$ cat src/rtl/spi_pkg.sv
// Shared definitions for the SPI register-file peripheral.
//   spi_state_e     : frame-level FSM states
//   SPI_RW_WRITE/READ: encoding of the first frame bit
//   sample_on_rise  : selects the SCLK edge that captures MOSI for a given mode
package spi_pkg;

    typedef enum logic [2:0] {
        IDLE    = 3'd0,
        CMD     = 3'd1,
        ADDR    = 3'd2,
        DATA    = 3'd3,
        COMMIT  = 3'd4,
        WAIT_CS = 3'd5
    } spi_state_e;

    localparam logic SPI_RW_WRITE = 1'b1;
    localparam logic SPI_RW_READ  = 1'b0;

    // Modes 0 and 3 capture on the rising SCLK edge, modes 1 and 2 on the falling one.
    function automatic logic sample_on_rise(input logic cpol, input logic cpha);
        return (cpol == cpha);
    endfunction

endpackage

$ cat src/rtl/spi_sync_edge.sv
// Multi-flop synchroniser for one asynchronous SPI pin, with an extra history
// flop that turns level changes into single-cycle rise/fall pulses.
// Ports:
//   i_clk, i_rst_n : system clock, synchronous active-low reset
//   i_async        : asynchronous pin input
//   o_level        : synchronised level
//   o_rise/o_fall  : one-cycle pulses on synchronised transitions
module spi_sync_edge #(
    parameter int   STAGES  = 2,
    parameter logic RST_VAL = 1'b0
) (
    input  logic i_clk,
    input  logic i_rst_n,
    input  logic i_async,
    output logic o_level,
    output logic o_rise,
    output logic o_fall
);

    logic [STAGES-1:0] sync_q, sync_d;
    logic              prev_q, prev_d;

    always_comb begin
        sync_d = {sync_q[STAGES-2:0], i_async};
        prev_d = sync_q[STAGES-1];
    end

    always_ff @(posedge i_clk) begin
        if (!i_rst_n) begin
            sync_q <= {STAGES{RST_VAL}};
            prev_q <= RST_VAL;
        end else begin
            sync_q <= sync_d;
            prev_q <= prev_d;
        end
    end

    assign o_level = sync_q[STAGES-1];
    assign o_rise  = sync_q[STAGES-1] & ~prev_q;
    assign o_fall  = ~sync_q[STAGES-1] & prev_q;

endmodule

$ cat src/rtl/spi_regfile_peripheral.sv
// SPI slave register file, oversampled on i_clk. Frame (MSB first):
// R/W bit (1 = write), ADDR_W address bits, DATA_W data bits.
// Reads return the addressed register on MISO during the data phase.
// Optional feature macro: SPI_BURST_EN (address auto-increment across words).
// Ports:
//   i_clk, i_rst_n       : system clock, synchronous active-low reset
//   i_sclk, i_cs_n, i_mosi : asynchronous SPI pins
//   o_miso, o_miso_oe    : slave data out and its enable (enable = CS low)
//   o_regs               : flattened register file, reg k at [k*DATA_W +: DATA_W]
//   o_wr_strobe          : one-cycle pulse per register, aligned with its update
//   o_frame_err          : one-cycle pulse when a frame is cut short by CS
//
// state   | meaning
// IDLE    | waiting for a CS falling edge
// CMD     | capturing the R/W bit
// ADDR    | shifting in the address; read data preloaded on the last bit
// DATA    | shifting data in on sample edges, read data out on shift edges
// COMMIT  | single cycle applying a write
// WAIT_CS | frame done, ignoring SCLK until CS rises
module spi_regfile_peripheral
    import spi_pkg::*;
#(
    parameter int NUM_REGS    = 8,
    parameter int DATA_W      = 8,
    parameter int ADDR_W      = 7,
    parameter int CPOL        = 0,
    parameter int CPHA        = 0,
    parameter int SYNC_STAGES = 2
) (
    input  logic                       i_clk,
    input  logic                       i_rst_n,
    input  logic                       i_sclk,
    input  logic                       i_cs_n,
    input  logic                       i_mosi,
    output logic                       o_miso,
    output logic                       o_miso_oe,
    output logic [NUM_REGS*DATA_W-1:0] o_regs,
    output logic [NUM_REGS-1:0]        o_wr_strobe,
    output logic                       o_frame_err
);

    localparam int   MAX_W       = (ADDR_W > DATA_W) ? ADDR_W : DATA_W;
    localparam int   CNT_W       = $clog2(MAX_W + 1);
    localparam int   FL_W        = $clog2(SYNC_STAGES + 1);
    localparam logic SAMPLE_RISE = sample_on_rise(1'(CPOL), 1'(CPHA));

    logic sclk_level, sclk_rise, sclk_fall;
    logic cs_level, cs_rise, cs_fall;
    logic mosi_level, mosi_rise, mosi_fall;

    spi_sync_edge #(.STAGES(SYNC_STAGES), .RST_VAL(1'b0)) u_sync_sclk (
        .i_clk   (i_clk),
        .i_rst_n (i_rst_n),
        .i_async (i_sclk),
        .o_level (sclk_level),
        .o_rise  (sclk_rise),
        .o_fall  (sclk_fall)
    );

    spi_sync_edge #(.STAGES(SYNC_STAGES), .RST_VAL(1'b1)) u_sync_cs (
        .i_clk   (i_clk),
        .i_rst_n (i_rst_n),
        .i_async (i_cs_n),
        .o_level (cs_level),
        .o_rise  (cs_rise),
        .o_fall  (cs_fall)
    );

    spi_sync_edge #(.STAGES(SYNC_STAGES), .RST_VAL(1'b0)) u_sync_mosi (
        .i_clk   (i_clk),
        .i_rst_n (i_rst_n),
        .i_async (i_mosi),
        .o_level (mosi_level),
        .o_rise  (mosi_rise),
        .o_fall  (mosi_fall)
    );

    logic unused_sync;
    assign unused_sync = ^{sclk_level, cs_rise, mosi_rise, mosi_fall};

    logic sample_edge, shift_edge;
    assign sample_edge = SAMPLE_RISE ? sclk_rise : sclk_fall;
    assign shift_edge  = SAMPLE_RISE ? sclk_fall : sclk_rise;

    spi_state_e           state_q, state_d;
    logic                 rw_q, rw_d;
    logic [ADDR_W-1:0]    addr_q, addr_d;
    logic [CNT_W-1:0]     bit_cnt_q, bit_cnt_d;
    logic [DATA_W-1:0]    data_q, data_d;
    logic [DATA_W-1:0]    tx_q, tx_d;
    logic                 miso_q, miso_d;
    logic                 in_burst_q, in_burst_d;
    logic [DATA_W-1:0]    regs_q [NUM_REGS];
    logic [DATA_W-1:0]    regs_d [NUM_REGS];
    logic [NUM_REGS-1:0]  wr_strobe_q, wr_strobe_d;
    logic                 frame_err_q, frame_err_d;
    logic [FL_W-1:0]      flush_cnt_q, flush_cnt_d;
    logic                 armed_q, armed_d;

    // Reset preloads the CS chain high, so if CS is physically low when reset
    // releases, the chain draining produces a false falling edge. Frames are
    // only accepted once CS has been seen high after the chain has flushed.
    always_comb begin
        flush_cnt_d = (flush_cnt_q != '0) ? flush_cnt_q - FL_W'(1) : flush_cnt_q;
        armed_d     = armed_q | ((flush_cnt_q == '0) & cs_level);
    end

    logic [ADDR_W-1:0] addr_shift, addr_inc, rd_addr;
    logic [DATA_W-1:0] rd_data;

    assign addr_shift = {addr_q[ADDR_W-2:0], mosi_level};
    assign addr_inc   = addr_q + ADDR_W'(1);

    // Read preload address: the address being completed, or the next burst word.
    always_comb begin
        rd_addr = (state_q == ADDR) ? addr_shift : addr_inc;
        rd_data = '0;
        for (int k = 0; k < NUM_REGS; k++) begin
            if (rd_addr == ADDR_W'(k)) rd_data = regs_q[k];
        end
    end

    always_comb begin
        state_d     = state_q;
        rw_d        = rw_q;
        addr_d      = addr_q;
        bit_cnt_d   = bit_cnt_q;
        data_d      = data_q;
        tx_d        = tx_q;
        miso_d      = miso_q;
        in_burst_d  = in_burst_q;
        regs_d      = regs_q;
        wr_strobe_d = '0;
        frame_err_d = 1'b0;

        case (state_q)
            IDLE: begin
                tx_d       = '0;
                miso_d     = 1'b0;
                bit_cnt_d  = '0;
                in_burst_d = 1'b0;
                if (cs_fall && armed_q) state_d = CMD;
            end

            CMD: begin
                if (cs_level) begin
                    state_d     = IDLE;
                    frame_err_d = 1'b1;
                end else if (sample_edge) begin
                    rw_d      = mosi_level;
                    bit_cnt_d = CNT_W'(ADDR_W - 1);
                    state_d   = ADDR;
                end
            end

            ADDR: begin
                if (cs_level) begin
                    state_d     = IDLE;
                    frame_err_d = 1'b1;
                end else if (sample_edge) begin
                    addr_d = addr_shift;
                    if (bit_cnt_q == '0) begin
                        state_d   = DATA;
                        bit_cnt_d = CNT_W'(DATA_W - 1);
                        if (rw_q == SPI_RW_READ) tx_d = rd_data;
                    end else begin
                        bit_cnt_d = bit_cnt_q - CNT_W'(1);
                    end
                end
            end

            DATA: begin
                if (cs_level) begin
                    state_d = IDLE;
                    // CS rising before any bit of a follow-on burst word is a clean end.
                    frame_err_d = ~(in_burst_q && (bit_cnt_q == CNT_W'(DATA_W - 1)));
                end else begin
                    if (shift_edge) begin
                        miso_d = tx_q[DATA_W-1];
                        tx_d   = tx_q << 1;
                    end
                    if (sample_edge) begin
                        data_d = {data_q[DATA_W-2:0], mosi_level};
                        if (bit_cnt_q == '0) state_d = COMMIT;
                        else                 bit_cnt_d = bit_cnt_q - CNT_W'(1);
                    end
                end
            end

            COMMIT: begin
                if (rw_q == SPI_RW_WRITE) begin
                    for (int k = 0; k < NUM_REGS; k++) begin
                        if (addr_q == ADDR_W'(k)) begin
                            regs_d[k]      = data_q;
                            wr_strobe_d[k] = 1'b1;
                        end
                    end
                end
`ifdef SPI_BURST_EN
                if (!cs_level) begin
                    addr_d     = addr_inc;
                    bit_cnt_d  = CNT_W'(DATA_W - 1);
                    in_burst_d = 1'b1;
                    state_d    = DATA;
                    if (rw_q == SPI_RW_READ) tx_d = rd_data;
                end else begin
                    state_d = WAIT_CS;
                end
`else
                state_d = WAIT_CS;
`endif
            end

            WAIT_CS: begin
                if (cs_level) state_d = IDLE;
            end

            default: state_d = IDLE;
        endcase
    end

    always_ff @(posedge i_clk) begin
        if (!i_rst_n) begin
            state_q     <= IDLE;
            rw_q        <= 1'b0;
            addr_q      <= '0;
            bit_cnt_q   <= '0;
            data_q      <= '0;
            tx_q        <= '0;
            miso_q      <= 1'b0;
            in_burst_q  <= 1'b0;
            wr_strobe_q <= '0;
            frame_err_q <= 1'b0;
            flush_cnt_q <= FL_W'(SYNC_STAGES);
            armed_q     <= 1'b0;
            for (int k = 0; k < NUM_REGS; k++) regs_q[k] <= '0;
        end else begin
            state_q     <= state_d;
            rw_q        <= rw_d;
            addr_q      <= addr_d;
            bit_cnt_q   <= bit_cnt_d;
            data_q      <= data_d;
            tx_q        <= tx_d;
            miso_q      <= miso_d;
            in_burst_q  <= in_burst_d;
            wr_strobe_q <= wr_strobe_d;
            frame_err_q <= frame_err_d;
            flush_cnt_q <= flush_cnt_d;
            armed_q     <= armed_d;
            regs_q      <= regs_d;
        end
    end

    for (genvar g = 0; g < NUM_REGS; g++) begin : g_regs_out
        assign o_regs[g*DATA_W +: DATA_W] = regs_q[g];
    end

    assign o_miso_oe   = ~cs_level;
    assign o_miso      = ~cs_level & miso_q;
    assign o_wr_strobe = wr_strobe_q;
    assign o_frame_err = frame_err_q;

endmodule

$ cat config.mk
export PLATFORM = sky130hd
export DESIGN_NAME = spi_regfile_peripheral
export DESIGN_NICKNAME = d
export VERILOG_FILES = /design/src/rtl/spi_pkg.sv /design/src/rtl/spi_sync_edge.sv /design/src/rtl/spi_regfile_peripheral.sv
export SDC_FILE = /design/constraint.sdc
export NUM_CORES = 1
export LEC_CHECK = 0
export BUFFER_PORTS_ARGS = -buffer_cell sky130_fd_sc_hd__buf_2
export CORE_ASPECT_RATIO = 1.5
export CORE_UTILIZATION = 40
export CTS_BUF_LIST = sky130_fd_sc_hd__clkbuf_16
export CTS_CLUSTER_DIAMETER = 60
export DETAILED_ROUTE_END_ITERATION = 8
export PLACE_DENSITY_LB_ADDON = 0.12
export SYNTH_ARGS = -nofsm -noshare
export SYNTH_HDL_FRONTEND = slang
export SYNTH_SLANG_ARGS = --single-unit
$ cat constraint.sdc
create_clock -name i_clk -period 2.4 [get_ports i_clk]
set_input_delay 0.12 -clock i_clk [delete_from_list [all_inputs] [get_ports i_clk]]
set_output_delay 0.12 -clock i_clk [all_outputs]
set_load 0.01 [all_outputs]
== Word-level counts from Yosys, hierarchy flattened ==
Index checks and enable logic that the tools add are counted.

* Register bits: 116
* Input port bits: 5
* Output and inout port bits: 75
* Logic and storage cells: 148

* Add/subtract/negate cells: 3
* Equal/unequal tests: 36
* Multiplexer cells: 48
* Bitwise gates (word level): 9
* Reduce and logical (&&, ||, !) cells: 28

{| class="wikitable"
|+ Operators by type and width
! kind !! number
|-
| $mux 8 || 14
|-
| $eq 7x3->1 const B || 8
|-
| $reduce_and 3->1 || 13
|-
| $mux 4 || 8
|-
| $mux 3 || 10
|-
| $eq 7x2->1 const B || 4
|-
| $pmux 8 s3 || 1
|-
| $ne 2x2->1 const B || 10
|-
| $pmux 3 s6 || 1
|-
| $pmux 4 s4 || 1
|-
| $eq 7x1->1 const B || 2
|-
| $logic_not 7->1 || 2
|-
| $reduce_and 7->1 || 2
|-
| $ne 3x2->1 const B || 4
|-
| $mux 1 || 11
|-
| $reduce_and 8->1 || 1
|-
| $add 7x1->7 const B || 1
|-
| $mux 7 || 1
|-
| $eq 3x2->1 const B || 2
|-
| $eq 3x3->1 const B || 2
|-
| $and 1x1->1 || 5
|-
| $logic_not 4->1 || 1
|-
| $ne 2x1->1 const B || 2
|-
| $reduce_bool 2->1 || 2
|-
| 14 further kinds || 16
|}

== Longest topological paths before layout ==
Gate-level depths: netlist of the first run.

* Depth after elaboration: 16
* Gate-level depth with buffers: 10
* Mapped depth without buffers: 8

== Cells and area by module ==
A second synthesis of the first run with hierarchy kept.

* Cell total of the unflattened synthesis: 632
* Area, all modules: 5524.0 µm²

{| class="wikitable"
|+ Modules (own cells, without submodules)
! module !! times used !! cells each !! area each (µm²) !! sequential area each (µm²)
|-
| spi_regfile_peripheral || 1 || 608 || 5250.0 || 2162.1
|-
| spi_sync_edge || 3 || 8 || 91.3 || 60.1
|}

== Worst setup path before layout of the first run ==
OpenSTA, ideal clock, no wires.

* Path kind: register to register
* Start point: register addr_q[0]
* End point: register tx_q[6]
* Library setup time: 0.069 ns
* Arrival time: 2.279 ns
* Data required time: 2.331 ns
* Setup slack: 0.052 ns
* Stages on the path, launching flop included: 8
* Path buffers: 1
* Period minus slack after synthesis: 2.348 ns
* Path through: dfxtp_1 -> buf_2 -> clkinv_1 -> ha_1 -> o211ai_1 -> o22ai_1 -> a221o_1 -> o21ai_1

* Longest elaborated chain between the ends: 16
* Elaborated cells on any way between the ends: 23
* Classes of those cells: 1 x add/sub; 7 x eq/ne; 14 x mux; 1 x reduce/logical

{| class="wikitable"
|+ RTL lines
! what !! RTL line !! RTL
|-
| start, declared || spi_regfile_peripheral.sv:87 || <nowiki>logic [ADDR_W-1:0] addr_q, addr_d;</nowiki>
|-
| start signal, assigned || spi_regfile_peripheral.sv:240 || <nowiki>addr_q <= addr_d;</nowiki>
|-
| $add 7x1->7 || spi_regfile_peripheral.sv:112 || <nowiki>assign addr_inc = addr_q + ADDR_W'(1);</nowiki>
|-
| $mux 7 (*) || spi_regfile_peripheral.sv:116 || <nowiki>rd_addr = (state_q == ADDR) ? addr_shift : addr_inc;</nowiki>
|-
| $logic_not 7->1 || spi_regfile_peripheral.sv:119 || <nowiki>if (rd_addr == ADDR_W'(k)) rd_data = regs_q[k];</nowiki>
|-
| $mux 8 (7 in series) || spi_regfile_peripheral.sv:119 ||
|-
| $mux 8 (*) || spi_regfile_peripheral.sv:119 ||
|-
| $mux 8 (*) || spi_regfile_peripheral.sv:165 || <nowiki>if (rw_q == SPI_RW_READ) tx_d = rd_data;</nowiki>
|-
| $mux 8 (*) || spi_regfile_peripheral.sv:162 || <nowiki>if (bit_cnt_q == '0) begin</nowiki>
|-
| $mux 8 (*) || spi_regfile_peripheral.sv:160 || <nowiki>end else if (sample_edge) begin</nowiki>
|-
| $mux 8 (*) || spi_regfile_peripheral.sv:157 || <nowiki>if (cs_level) begin</nowiki>
|-
| $pmux 8 s3 (*) || spi_regfile_peripheral.sv:136 || <nowiki>case (state_q)</nowiki>
|-
| end signal, assigned || spi_regfile_peripheral.sv:243 || <nowiki>tx_q <= tx_d;</nowiki>
|-
| end, declared || spi_regfile_peripheral.sv:90 || <nowiki>logic [DATA_W-1:0] tx_q, tx_d;</nowiki>
|}

Mark *: on every way between the ends. The rest lies on a longest branch, timed or not. The select of a mux whose other input is x is not followed.
A chain may end at the register's enable or synchronous reset.

== Worst setup path in the final report of the first run ==
* Start point: register u_sync_cs.sync_q[1]
* End point: register tx_q[1]

* Longest elaborated chain between the ends: 2
* Elaborated cells on any way between the ends: 3
* Classes of those cells: 2 x eq/ne; 1 x reduce/logical

{| class="wikitable"
|+ RTL lines
! what !! RTL line !! RTL
|-
| start, declared || spi_sync_edge.sv:20 || <nowiki>logic [STAGES-1:0] sync_q, sync_d;</nowiki>
|-
| start signal, assigned || spi_sync_edge.sv:30 || <nowiki>sync_q <= {STAGES{RST_VAL}};</nowiki>
|-
| start signal, assigned || spi_sync_edge.sv:33 || <nowiki>sync_q <= sync_d;</nowiki>
|-
| $ne 2x2->1 (no source line) || - ||
|-
| $reduce_and 7->1 (no source line) (*) || - ||
|}

Mark *: on every way between the ends. The rest lies on a longest branch, timed or not.

==> results.yml, run 1 <==
timing:
  slew_viol_final: 0
  fmax_mhz: 436.0
  rsz0062_at_grt: "no"
  fin_crit_sh: 0.9556
  relSlewSlack: 0.6774
  worstMarginPinSlew_ns: 0.4833
  setup_tns_ns: 0
  post-route-min-period_ns: 2.293
  hold_viol_final: 0
  finalSetupViolations: 0
  fin_skew_ns: 0.01097
yosys:
  synth_commonest_cells: "116 x dfxtp_1, 109 x nor2_1, 79 x mux2i_1, 37 x a21oi_1, 36 x clkbuf_1"
  synth_area_per_cell_um2: 8.813
  synth.most_common_cell: "dfxtp_1"
  ys_ff_latch: 116
  mappedNetlistArea_um2: 5446
  synth.area.top_cells: "dfxtp_1 43%, mux2i_1 15%, nor2_1 7.5%"
  syn-num-nets: 629
  synth_ff_type: "dfxtp_1"
  synth_edf_count: 0
  ys_types: 61
  async_flop_share: 0
  synth.top_cell.area_share: 0.4264
  seq_area_frac_synth: 0.4264
  synth_cells: 618
  yosysWarnings: 0
  yosysTopAreaCell: "dfxtp_1"
power_and_ir_drop:
  p_int_mw: 3.547
  power_mw: 4.609
  p_comb_frac: 0.033
  power_density_nw_per_um2: 678.8
  clkPwrFrac: 0.540
  p_sw_mw: 1.062
  seqPwrFrac: 0.427
  irDropWorstVdd_v: 0.0004511
  swShare: 0.2303
  p_leak_nw: 3.045
finish:
  diodes: 0
  register_area_um2: 2322
  final_cell_area_um2: 6790
  nets: 721
  final_cells: 881
  multi_input_area_um2: 2869
  area_delta_synth_final_pct: 24.67
  drive_gt1_frac: 0.2452
  fillCellCount: 1272
flow_run:
  drv_cap: 0
setup_path:
  critPathKind: "register to register"
  critical_path_arrival_ns: 2.59
  start_kind: "register"
  cp-end-kind: "register"
  slowest_stage: "or4bb_1"
  worstPathRequired_ns: 2.69
  crit_chain: "or4bb_1 -> a221o_1 -> nor3_2 -> nand4_2 -> a211oi_1 -> nor4_1"
  critPathMaxFanout: 6
  critical-path-max-stage-delay_ns: 0.60
floorplan:
  dieArea_um2: 14100
  io_pins: 80
  coreArea_um2: 13150
  start_util: 0.4143
  die_w_um: 97.28
  die_h_um: 144.9
  rows: 51
grt:
  grt_max_degree: 96
  grt-ovfl-total: 0
  antenna_found_initial: 0
  grt_first_pass_wirelength_mm: 26.47
  track_usage: 0.2384
  grt_pass1_vias: 4722
clock_tree:
  clk_latency_ns: 0.42
  cts_tree: "built"
  cts_buffer_depth: 2
  htree_levels: 4
  cts_buffers: 17
  cts_sinks: 116
  cts_root_buffer: "clkbuf_16"
  path_clk_slew_ns: 0.06
route:
  drc_errors: 0
  wl_per_cell_um: 18.83
  ant_nets: 0
  dr_total_vias: 4981
  dr.pass1.iters: 6
  drt-initial-drc-count: 361
  via_per_inst: 5.654
  finalWirelength_mm: 16.59
place:
  dpl_cell_area_um2: 6156
  gp_congestion: 0.8624
  hpwl_mm: 11.69
  dp.cells: 845
  port_buffers: 79
worst_hold_path:
  hold_class: "primary input to register"
run_status:
  status: "completed"
-- cell usage in the layout, fill, tap and decap left out, drive strengths merged, types with 8 or more instances in the layout --
cell type	instances
a21oi	37
and2	10
buf	121
clkbuf	17
dfxtp	116
inv	13
mux2i	79
nand2	24
nand2b	9
nand3	17
nor2	109
nor2b	8
nor3	8
nor4	9
o21ai	23
o22ai	16
-- layer usage --
layer,vias to the layer above,track usage,share of wire
li1,2382,-,-
met1,2402,0.2962,0.42
met2,158,0.4085,0.52
met3,39,0.04046,0.040
met4,0,0.09265,0.026
met5,-,0,0
-- final cells by class --
cell class,instances,share of cell area
Timing Repair Buffer,124,0.1146
Multi-Input combinational cell,440,0.4225
Inverter,11,0.006081
Clock inverter,14,0.02285
Clock buffer,17,0.06265
Tap cell,159,0.02930
Sequential cell,116,0.3420
-- state kept, by name, indices dropped and copies added (netlist names) --
name / cells
u_sync_mosi.sync_q: 2
o_wr_strobe: 8
tx_q: 8
armed_q: 1
miso_q: 1
o_regs: 64
bit_cnt_q: 4
flush_cnt_q: 2
addr_q: 7
u_sync_sclk.sync_q: 2
rw_q: 1
data_q: 8
u_sync_cs.sync_q: 2
o_frame_err: 1
u_sync_cs.prev_q: 1
u_sync_sclk.prev_q: 1
state_q: 3
-- through the flow --
stage / utilization / hold WS, ns / setup WS (ns)
6_report: 0.5166 / 0.1293 / 0.1066
4_1_cts: 0.5148 / 0.1272 / 0.03094
3_3_place_gp: 0.4683 / 0.3086 / 0.1568
2_1_floorplan: - / 0.2215 / 0.05210
3_5_place_dp: 0.4683 / 0.3050 / 0.04780
5_1_grt: 0.5166 / 0.1368 / 0.003844
-- power by group through the flow --
stage / sequential, mW / clock (mW) / combinational (mW)
2_1_floorplan: 2.01 / 0 / 0.110
3_3_place_gp: 2.01 / 0 / 0.141
3_5_place_dp: 2.01 / 0 / 0.150
4_1_cts: 1.97 / 2.52 / 0.156
5_1_grt: 1.97 / 2.61 / 0.171
6_report: 1.97 / 2.49 / 0.153
-- critical path, delay by kind of cell, from the launching register on --
family           cells  cell delay [ns]
AND/OR/NAND/NOR      4             1.08
AO/OA/AOI/OAI        2             0.73
flip-flops           1             0.35
-- cell families (layout without fill, tap and decap cells) --
family	Yosys count	after routing	synth area share
and+or+nand+nor	224	224	0.2001
AOI/OAI and AO/OA	123	123	0.1505
DFF	116	116	0.4264
muxes	85	85	0.1576
buffers and inverters	62	166	0.04847
adders and majority gates	6	6	0.01378
xor gates and xnor gates	2	2	0.003217
-- path summary, 6_finish.rpt --
path	end	startpoint	cells after the start	slack, ns
hold reg to reg	u_sync_mosi.sync_q[1]	u_sync_mosi.sync_q[0]	1	0.44
setup / recovery	tx_q[1]	u_sync_cs.sync_q[1]	6	0.11
hold / removal	flush_cnt_q[1]	i_rst_n	3	0.13
setup reg to reg	tx_q[1]	u_sync_cs.sync_q[1]	6	0.11
-- what timing repair did --
item / 4_1_cts / 5_1_grt
hold endpoints to repair: 3 / 0
gates resized for setup: 0 / 4
hold buffers: 3 / 0
setup endpoints to repair: 0 / 7
buffers inserted: 0 / 2
No activity file was read; power rests on OpenSTA's default activity.
==> inputs of run 2 (changes only) <==
PLACE_DENSITY = 0.66   (was unset)
PLACE_DENSITY_LB_ADDON = unset   (was 0.12)
==> run 2 against run 1 <==
  * Sequential power about the same
  * Power grew 3.0%
  * Sequential share of layout area up 0.063 points
==> results.yml, run 2 (synthesis results as in run 1) <==
route:
  via_per_inst: 5.679
  dr.pass1.iters: 5
  wl_per_cell_um: 18.41
  dr_total_vias: 4975
  finalWirelength_mm: 16.13
  ant_nets: 0
  drt-initial-drc-count: 415
  drc_errors: 0
setup_path:
  cp-end-kind: "register"
  critPathKind: "register to register"
  critPathMaxFanout: 6
  crit_chain: "or4bb_1 -> a221o_1 -> nor3_4 -> nand4_4 -> a211oi_1 -> nor4_1"
  start_kind: "register"
  critical_path_arrival_ns: 2.58
  critical-path-max-stage-delay_ns: 0.57
  worstPathRequired_ns: 2.69
  slowest_stage: "or4bb_1"
finish:
  area_delta_synth_final_pct: 24.44
  final_util: 0.5156
  final_cells: 876
  final_cell_mix: "116 x dfxtp_1, 109 x nor2_1, 79 x mux2i_1, 79 x buf_2, 38 x buf_4"
  final_common_cell: "dfxtp_1"
  fillCellCount: 1254
  diodes: 0
  nets: 717
  drive_gt1_frac: 0.2413
  largest_reg_flops: 64
  final_cell_area_um2: 6778
floorplan:
  rows: 51
  die_h_um: 144.9
  dieArea_um2: 14100
  die_w_um: 97.28
  start_util: 0.4143
  io_pins: 80
  coreArea_um2: 13150
timing:
  slew_viol_final: 0
  relSlewSlack: 0.6102
  worstMarginPinSlew_ns: 0.5794
  fin_skew_ns: 0.009433
  fmax_mhz: 436.9
  hold_viol_final: 0
  finalSetupViolations: 0
  setup_tns_ns: 0
  post-route-min-period_ns: 2.289
  rsz0062_at_grt: "no"
  fin_crit_sh: 0.9537
power_and_ir_drop:
  power_density_nw_per_um2: 700.1
  irDropWorstVdd_v: 0.0004702
  power_mw: 4.745
  p_leak_nw: 3.040
place:
  hpwl_mm: 11.61
  dp.cells: 843
  port_buffers: 79
  dpl_cell_area_um2: 6103
  gp_congestion: 0.8559
clock_tree:
  htree_levels: 4
  post_cts_buffers: 0
  cts_buffer_depth: 2
  cts_tree: "built"
  clk_latency_ns: 0.42
  cts_root_buffer: "clkbuf_16"
  cts_sinks: 116
  cts_buffers: 17
  path_clk_slew_ns: 0.05
grt:
  grt_pass1_vias: 4908
  track_usage: 0.2324
  grt-ovfl-total: 0
  antenna_found_initial: 0
  grt_first_pass_wirelength_mm: 26.10
  grt_max_degree: 56
worst_hold_path:
  hold_class: "primary input to register"
flow_run:
  drv_cap: 0
run_status:
  status: "completed"
[run 2: final cells by class]
| type | count | area (um^2) | share of cell area |
|---|---|---|---|
| Tap cell | 159 | 198.9 | 0.02935 |
| Sequential cell | 116 | 2322 | 0.3426 |
| Clock buffer | 17 | 425.4 | 0.06277 |
| Clock inverter | 13 | 185.2 | 0.02732 |
| Multi-Input combinational cell | 440 | 2894 | 0.4270 |
| Timing Repair Buffer | 120 | 710.7 | 0.1049 |
| Inverter | 11 | 41.29 | 0.006092 |
[run 2: through the flow]
step	setup slack (ns)	hold slack [ns]
CTS	0.008752	0.08791
detailed placement	0.03134	0.3057
finish	0.1111	0.09025
global route	0.008623	0.1059
global placement	0.07404	0.3182
floorplan	0.05210	0.2215
[run 2: per-layer routing]
metal  part of all wire  global-route usage
met3              0.040             0.04143
met2               0.53              0.4070
met5                  0                   0
met4              0.023              0.1176
met1               0.41              0.2686
[run 2: power by group]
group / switching, mW / internal [mW]
combinational: 0.0833 / 0.0620
sequential: 0.0133 / 1.95
clock: 0.909 / 1.72
[run 2: final timing paths]
kind	slack, ns	cells past startpoint	start	to
setup / recovery	0.11	6	u_sync_sclk.prev_q	tx_q[2]
hold reg to reg	0.44	1	u_sync_mosi.sync_q[0]	u_sync_mosi.sync_q[1]
hold / removal	0.09	2	i_rst_n	flush_cnt_q[1]
setup reg to reg	0.11	6	u_sync_sclk.prev_q	tx_q[2]
[run 2: critical path, delay by kind of cell (launching register included)]
family | cells | cell delay, ns
AO/OA/AOI/OAI | 2 | 0.74
flip-flops | 1 | 0.38
AND/OR/NAND/NOR | 4 | 1.06
[run 2: repair_timing]
action	CTS	global route
endpoints found under the hold margin	3	0
resized for setup	0	8
hold buffers	3	0
endpoints found under the setup margin	0	6
==> inputs of run 3 (changes only) <==
REMOVE_ABC_BUFFERS = 1   (was unset)
==> run 3 against run 2 <==
  * Non-clock buffer count increased by 2
  * Hold slack gained 0.029 ns
  * Register-to-register slack worse by 0.03 ns
  * Clock skew rose by 0.0050 ns
  * Final area about the same
  * Critical path depth is the same
  * Via count grew 0.20%
  * First-iteration DRC count down 11%
  * Largest cell class unchanged
==> results.yml, run 3 (synthesis results as in run 1) <==
worst_hold_path:
  hold_class: "primary input to register"
  hold_end: "flush_cnt_q[1]"
  worstHoldStart: "i_rst_n"
  min_path_cells: 3
power_and_ir_drop:
  p_leak_nw: 3.052
  swShare: 0.2376
  clkPwrFrac: 0.547
  p_int_mw: 3.572
  p_sw_mw: 1.113
  seqPwrFrac: 0.420
  power_mw: 4.684
  irDropWorstVdd_v: 0.0004610
  p_comb_frac: 0.033
  power_density_nw_per_um2: 691.3
route:
  via_per_inst: 5.665
  wl_per_cell_um: 18.35
  ant_nets: 0
  drc_errors: 0
  finalWirelength_mm: 16.15
  drt-initial-drc-count: 370
  dr_total_vias: 4985
  dr.pass1.iters: 5
setup_path:
  r2r_cells: 6
  rr_endpoint: "tx_q[2]"
  critical-path-max-stage-delay_ns: 0.59
  r2r_setup_slack_ns: 0.08
  reg2reg_from: "u_sync_cs.sync_q[1]"
  slowest_stage: "or4bb_1"
  cp-end-kind: "register"
  critPathKind: "register to register"
  crit_chain: "or4bb_1 -> a221o_1 -> nor3_2 -> nand4_2 -> a211oi_1 -> nor4_1"
  critical_path_arrival_ns: 2.61
  worstPathRequired_ns: 2.70
  critPathMaxFanout: 7
  start_kind: "register"
timing:
  rsz0062_at_grt: "no"
  fmax_mhz: 431.8
  hold_viol_final: 0
  worstMarginPinSlew_ns: 0.5295
  fin_crit_sh: 0.9650
  fin_skew_ns: 0.01446
  finalSetupViolations: 0
  relSlewSlack: 0.6470
  setup_tns_ns: 0
  post-route-min-period_ns: 2.316
  slew_viol_final: 0
  whs_ns: 0.1196
place:
  dp.cells: 845
  gp_congestion: 0.8939
  hpwl_mm: 11.55
  port_buffers: 79
floorplan:
  coreArea_um2: 13150
  die_w_um: 97.28
  die_h_um: 144.9
  rows: 51
  io_pins: 80
  dieArea_um2: 14100
  start_util: 0.4143
grt:
  track_usage: 0.2339
  grt-ovfl-total: 0
  grt_first_pass_wirelength_mm: 26.16
  grt_pass1_vias: 5041
  grt_max_degree: 50
  antenna_found_initial: 0
clock_tree:
  clk_latency_ns: 0.42
  cts_tree: "built"
  path_clk_slew_ns: 0.06
  htree_levels: 4
  cts_buffer_depth: 2
  cts_root_buffer: "clkbuf_16"
  cts_sinks: 116
  cts_buffers: 17
run_status:
  status: "completed"
finish:
  drive_gt1_frac: 0.2455
  diodes: 0
  final_common_cell: "dfxtp_1"
  final_cells: 880
  nets: 719
  area_delta_synth_final_pct: 24.42
  final_cell_mix: "115 x dfxtp_1, 109 x nor2_1, 79 x mux2i_1, 79 x buf_2, 39 x buf_4"
  largest_reg_flops: 64
flow_run:
  drv_cap: 0
## run 3: per-stage QoR
stage | instance area, um^2 | util | worst slack, ns
after floorplan | 5224 | - | -0.2409
after global placement | 6131 | 0.4664 | 0.1837
after detailed placement | 6131 | 0.4664 | -0.009576
after CTS | 6758 | 0.5141 | 0.05879
after global routing | 6777 | 0.5155 | 0.001311
final | 6777 | 0.5155 | 0.08407
## run 3: power by group through the flow
| stage | clock network (mW) | registers, mW | logic [mW] |
|---|---|---|---|
| final | 2.56 | 1.97 | 0.153 |
| after global routing | 2.68 | 1.97 | 0.175 |
| after CTS | 2.59 | 1.97 | 0.156 |
| after detailed placement | 0 | 2.01 | 0.151 |
| after global placement | 0 | 2.01 | 0.139 |
| after floorplan | 0 | 2.01 | 0.0975 |
## run 3: worst max-delay path: cells and delay by family (launching register included)
family           cells  cell delay (ns)
AND/OR/NAND/NOR      4             1.05
AO/OA/AOI/OAI        2             0.76
flip-flops           1             0.37
## run 3: layer usage
metal  share of wire  GRT usage  vias up  wire (um)
met3           0.049    0.04913       44        790
met1            0.41     0.2650     2373       6628
li1                -          -     2376          -
met4           0.034     0.1368        0        549
met5               0          0        -          0
met2            0.51     0.4018      192       8182
## run 3: worst max-delay path by stage
stage / to / startpoint / slack, ns
2_1_floorplan: tx_q[6] / addr_q[0] / -0.24
3_3_place_gp: tx_q[1] / state_q[1] / 0.18
3_5_place_dp: tx_q[7] / bit_cnt_q[0] / -0.01
4_1_cts: tx_q[2] / state_q[1] / 0.06
5_1_grt: tx_q[4] / state_q[0] / 0.001
6_report: tx_q[2] / u_sync_cs.sync_q[1] / 0.08
## run 3: area by class of cell
type / instances / area, um^2
clock inverter: 15 / 171.4
clock buffer: 17 / 425.4
timing repair buffer: 122 / 738.2
inverter: 11 / 41.29
multi-input combinational: 440 / 2878
tap: 159 / 198.9
fill: 1244 / 6369
sequential: 116 / 2323
## run 3: what timing repair did
item	CTS	global route
hold buffers	3	0
gates cloned	0	0
pin swaps	0	1
gates resized for setup	1	4
buffers inserted	0	0
hold endpoints to repair	3	0
setup endpoints to repair	2	35
